**config.mk**
```make
export PLATFORM = sky130hd
export DESIGN_NAME = jk_driver
export DESIGN_NICKNAME = d
export VERILOG_FILES = /design/src/rtl/jk_driver.sv
export SDC_FILE = /design/constraint.sdc
export NUM_CORES = 1
export LEC_CHECK = 0
export BUFFER_PORTS_ARGS = -buffer_cell sky130_fd_sc_hd__buf_2
export CORE_UTILIZATION = 44
export DETAILED_ROUTE_END_ITERATION = 10
export PLACE_DENSITY = 0.71
export SETUP_SLACK_MARGIN = 0.2
export SLEW_MARGIN = 20
export SYNTH_ARGS = -nofsm -noshare
export SYNTH_HDL_FRONTEND = slang
export SYNTH_SLANG_ARGS = --single-unit
export TNS_END_PERCENT = 20
```
**constraint.sdc**
```tcl
create_clock -name clk -period 2.8 [get_ports clk]
set_input_delay 0.28 -clock clk [delete_from_list [all_inputs] [get_ports clk]]
set_output_delay 0.28 -clock clk [all_outputs]
set_load 0.01 [all_outputs]
```
**src/rtl/jk_driver.sv**
```systemverilog
// Purpose: queues target bits and drives J/K excitation so an external JK flip-flop reaches each target, then verifies it.
// Latency: bit accepted at edge N -> J/K driven in cycle N+1, done (and mismatch) in cycle N+2; one bit per 2 cycles sustained.
// Backpressure: in_ready drops while the DEPTH-entry target queue is full; in_valid is ignored then.
module jk_driver #(
    parameter int DEPTH = 4,   // power of two, >= 2
    parameter int ERR_W = 8
) (
    input  logic             clk,
    input  logic             reset,
    input  logic             in_valid,
    input  logic             in_bit,
    output logic             in_ready,
    input  logic             q,
    output logic             j,
    output logic             k,
    output logic             busy,
    output logic             done,
    output logic             mismatch,
    output logic [ERR_W-1:0] err_count
);

    localparam int PTR_W = $clog2(DEPTH);
    localparam logic [PTR_W:0]   FULL_CNT = DEPTH[PTR_W:0];
    localparam logic [ERR_W-1:0] ERR_MAX  = '1;

    typedef enum logic [1:0] {
        IDLE  = 2'd0,
        DRIVE = 2'd1,
        CHECK = 2'd2
    } state_t;

    state_t           state;
    logic [DEPTH-1:0] fifo_mem;
    logic [PTR_W-1:0] wr_ptr;
    logic [PTR_W-1:0] rd_ptr;
    logic [PTR_W:0]   count;
    logic             target;

    logic             push;
    logic             pop;
    logic             head;
    logic             fifo_empty;
    logic [1:0]       head_jk;

    // JK excitation: set when going 0->1, reset when going 1->0, otherwise hold.
    // The don't-care cases resolve to 0 so J=K=1 (toggle) is never driven.
    function automatic logic [1:0] excite(input logic cur, input logic tgt);
        excite = {~cur & tgt, cur & ~tgt};
    endfunction

    assign fifo_empty = (count == '0);
    assign in_ready   = (count != FULL_CNT);
    assign push       = in_valid && in_ready;
    // A bit is consumed only from IDLE or on leaving CHECK; count is registered,
    // so a bit pushed on this edge cannot be popped on the same edge.
    assign pop        = ((state == IDLE) || (state == CHECK)) && !fifo_empty;
    assign head       = fifo_mem[rd_ptr];
    assign head_jk    = excite(q, head);

    assign busy       = (state != IDLE) || !fifo_empty;
    // q is only meaningful after the flip-flop's capture edge, i.e. during CHECK,
    // so the comparison is made live against the held target.
    assign mismatch   = done && (q != target);

    // Target-bit queue: circular buffer with natural pointer wrap (DEPTH is a power of two).
    always_ff @(posedge clk) begin
        if (reset) begin
            wr_ptr <= '0;
            rd_ptr <= '0;
            count  <= '0;
        end else begin
            if (push) begin
                fifo_mem[wr_ptr] <= in_bit;
                wr_ptr           <= wr_ptr + 1'b1;
            end
            if (pop) begin
                rd_ptr <= rd_ptr + 1'b1;
            end
            case ({push, pop})
                2'b10:   count <= count + 1'b1;
                2'b01:   count <= count - 1'b1;
                default: count <= count;
            endcase
        end
    end

    // Sequencer: IDLE -> DRIVE (one cycle of J/K) -> CHECK (done, compare) -> DRIVE/IDLE.
    always_ff @(posedge clk) begin
        if (reset) begin
            state     <= IDLE;
            j         <= 1'b0;
            k         <= 1'b0;
            done      <= 1'b0;
            target    <= 1'b0;
            err_count <= '0;
        end else begin
            done <= 1'b0;
            case (state)
                IDLE: begin
                    j <= 1'b0;
                    k <= 1'b0;
                    if (pop) begin
                        target <= head;
                        j      <= head_jk[1];
                        k      <= head_jk[0];
                        state  <= DRIVE;
                    end
                end
                DRIVE: begin
                    // The flip-flop captures J/K on this edge; release them and verify next cycle.
                    j     <= 1'b0;
                    k     <= 1'b0;
                    done  <= 1'b1;
                    state <= CHECK;
                end
                CHECK: begin
                    if ((q != target) && (err_count != ERR_MAX)) begin
                        err_count <= err_count + 1'b1;
                    end
                    if (pop) begin
                        target <= head;
                        j      <= head_jk[1];
                        k      <= head_jk[0];
                        state  <= DRIVE;
                    end else begin
                        j     <= 1'b0;
                        k     <= 1'b0;
                        state <= IDLE;
                    end
                end
                default: begin
                    j     <= 1'b0;
                    k     <= 1'b0;
                    state <= IDLE;
                end
            endcase
        end
    end

endmodule

```
==> flow_summary.yaml <==
clocking:
  clk_latency_ns: 0.32
  cts_buffer_depth: 2
  cts_resized: 0
  cts_buffers: 3
  clk_pin_slew_ns: 0.13
  cts-htree-levels: 1
  cts_tree: "yes"
  cts_hold_buf: 0
  cts_setup_buffers: 0
  cts_sinks: 25
  cts_root_buf: "clkbuf_4"
routing:
  via_count: 833
  routed_via_density: 5.14
  wl_per_cell_um: 11.3
  ant_nets: 0
  drtIter0Drc: 6
  drt_first_pass_iters: 4
  wirelength_um: 1840
  drt_drc_violations_left: 0
sta:
  maxSlewHeadroom: 0.626
  period_minus_slack_ns: 2.35
  tns_ns: 0
  drv_slew: 0
  setup_slack_ns: 0.452
  fin_crit_sh: 0.839
  hold_viol: 0
  finalSetupViolations: 0
  clock.fmax_mhz: 426
  worstMarginPinSlew_ns: 0.560
  rsz0062_at_grt: "no"
  clock_skew_ns: 0.00121
global_route:
  antenna_found_initial: 0
  grt_max_degree: 21
  grt_pass1_wl_um: 3150
  grt-ovfl-total: 0
  gr-usage-all-layers: 0.159
  first_global_vias: 755
layout:
  syn_to_final_growth_pct: 11.9
  drive_above_1_share: 0.201
  diodes: 0
  final_nets: 147
pwr:
  power_frac_clock: 0.172
  seq_power_share: 0.505
  power_density_nw_per_um2: 741
  switching_power_w: 0.000322
  power_frac_comb: 0.323
  switching_share: 0.345
  intPower_w: 0.000611
  ir_drop_mv: 0.441
  leakagePower_nw: 0.510
  total_power_w: 0.000934
critical_path:
  cp.depth: 8
  critPathRequiredTime_ns: 3.06
  critPathCaptureType: "flop"
  critPathMaxFanout: 4
  rr_worst_depth: 8
  cp_num_buf_inv: 1
  cp-start-kind: "flop"
  path_cells: "or3b_2, nand2_1, ha_1, inv_1, fa_1, xor2_1, or3_1, a21oi_1"
  criticalPathCategory: "flop to flop"
  crit_arrival_ns: 2.61
  slowest_stage: "or3b_2"
  cp_top_family: "simple AND/OR/NAND/NOR gates"
  slowest_delay_ns: 0.49
placement:
  place.port_buffers: 18
  dp_hpwl_um: 1360
  dp_slack_ns: 0.467
  place_congestion: 0.670
floorplan:
  core_area_um2: 2320
  start_util: 0.486
  fp.dieW_um: 52.6
  ios: 19
  die_h_um: 52.6
  die_area_um2: 2770
  placementRows: 17
yosys:
  synth_xor_area_frac: 0.0611
  synth-seq-area-share: 0.480
  synth_compound_area_frac: 0.100
  ys_warn_count: 0
  yosys_register_bits: 25
  synth-simple-area-share: 0.202
  synth_top_family_by_area: "simple AND/OR/NAND/NOR gates"
  syn_area_um2: 1130
  syn_area_per_cell_um2: 9.79
  ys_types: 28
  synthMuxAreaShare: 0.0289
  synthAdderAreaFrac: 0.0844
  syn_inst: 115
  syn_nets: 127
worst_hold_path:
  hold_path.class: "input pin to flop"
  hold_depth: 2
run:
  drv_cap: 0
outcome:
  run_status: "complete, no violations"
area by class of cell:
class	count	area, um^2
inverter	8	30.0
sequential	25	541
multi-input combinational	79	537
tap	28	35.0
clock buffer	3	22.5
timing repair buffer	18	90.1
fill	215	1060
clock inverter	1	5.00
flip-flops by register name (all words and copies together) (netlist names):
name and flops:
err_count 8, state 2, target 1, wr_ptr 2, done 1, k 1, rd_ptr 2, fifo_mem 4
count 3, j 1
logic make-up after synthesis:
logic type      count (synthesis)
compound gates                 19
xor+xnor                        7
fa+ha+maj                       7
buf+inv                        11
flops                          25
mux                             2
simple gates                   44
worst reg2reg max path, stage by stage (launching register included):
cell and delay, ns:
dfxtp_1 0.39, or3b_2 0.49, nand2_1 0.18, ha_1 0.21
inv_1 0.06, fa_1 0.37, xor2_1 0.15, or3_1 0.30
a21oi_1 0.14
stage by stage:
stage / utilization / cell area (um^2) / hold slack [ns] / cells
4_1_cts: 0.543 / 1260 / 0.146 / 162
3_3_place_gp: 0.532 / 1230 / 0.480 / 158
2_1_floorplan: - / 1130 / 0.356 / 115
3_5_place_dp: 0.532 / 1230 / 0.495 / 158
5_1_grt: 0.543 / 1260 / 0.134 / 162
6_report: 0.543 / 1260 / 0.161 / 162
Yosys cell counts, drive strengths merged:
library cell / n / area share
or3: 5 / 0.028
nand3: 5 / 0.022
nor3b: 2 / 0.013
o2111ai: 1 / 0.013
buf: 2 / 0.013
nand2: 7 / 0.023
mux4: 1 / 0.020
inv: 8 / 0.027
fa: 1 / 0.018
nand4: 1 / 0.0056
or3b: 1 / 0.0078
xor2: 4 / 0.038
and2: 5 / 0.029
edfxtp: 4 / 0.11
mux2i: 1 / 0.0089
ha: 6 / 0.067
xnor2: 3 / 0.023
or4: 3 / 0.020
clkbuf: 1 / 0.0033
o31ai: 3 / 0.020
dfxtp: 21 / 0.37
nor2: 12 / 0.040
a21oi: 10 / 0.044
nor3: 3 / 0.013
o21ai: 5 / 0.022
cell usage in the layout, fill, tap and decap left out, types with 2 or more instances in the layout:
cell | synthesis | layout
nand2_1 | 7 | 7
inv_1 | 8 | 8
clkbuf_4 | 0 | 3
and2_1 | 4 | 4
nand3_1 | 5 | 5
nor3b_1 | 2 | 2
edfxtp_1 | 4 | 4
buf_2 | 0 | 18
a21oi_1 | 10 | 10
or3_1 | 5 | 5
xor2_1 | 3 | 3
nor2_1 | 12 | 12
or4_1 | 3 | 3
xnor2_1 | 3 | 3
o21ai_0 | 5 | 5
ha_1 | 6 | 6
nor3_1 | 3 | 3
o31ai_1 | 3 | 3
dfxtp_1 | 21 | 21
final timing paths:
check / from / end / slack [ns]
worst max-delay path: count[2]$_SDFFE_PP0P_ / count[2]$_SDFFE_PP0P_ / 0.45
worst min-delay path: q / j$_SDFF_PP0_ / 0.16
worst max register to register: count[2]$_SDFFE_PP0P_ / count[2]$_SDFFE_PP0P_ / 0.45
worst min register to register: err_count[6]$_SDFFE_PP0P_ / err_count[6]$_SDFFE_PP0P_ / 0.51
power by group through the flow:
stage,Clock [W],Combinational (W),Sequential (W)
after floorplan,0,0.000233,0.000476
after global placement,0,0.000294,0.000477
after detailed placement,0,0.000302,0.000481
after CTS,0.000170,0.000305,0.000473
after global routing,0.000186,0.000345,0.000481
final,0.000161,0.000302,0.000471
layer usage:
| metal | vias to the layer above | global-route usage | share of wire |
|---|---|---|---|
| met5 | - | 0 | 0 |
| met4 | 0 | 0.0658 | 0.0076 |
| met3 | 2 | 0.0609 | 0.033 |
| met2 | 13 | 0.245 | 0.46 |
| met1 | 384 | 0.198 | 0.50 |
| li1 | 434 | - | - |
Power figures use the tool's default switching activity.
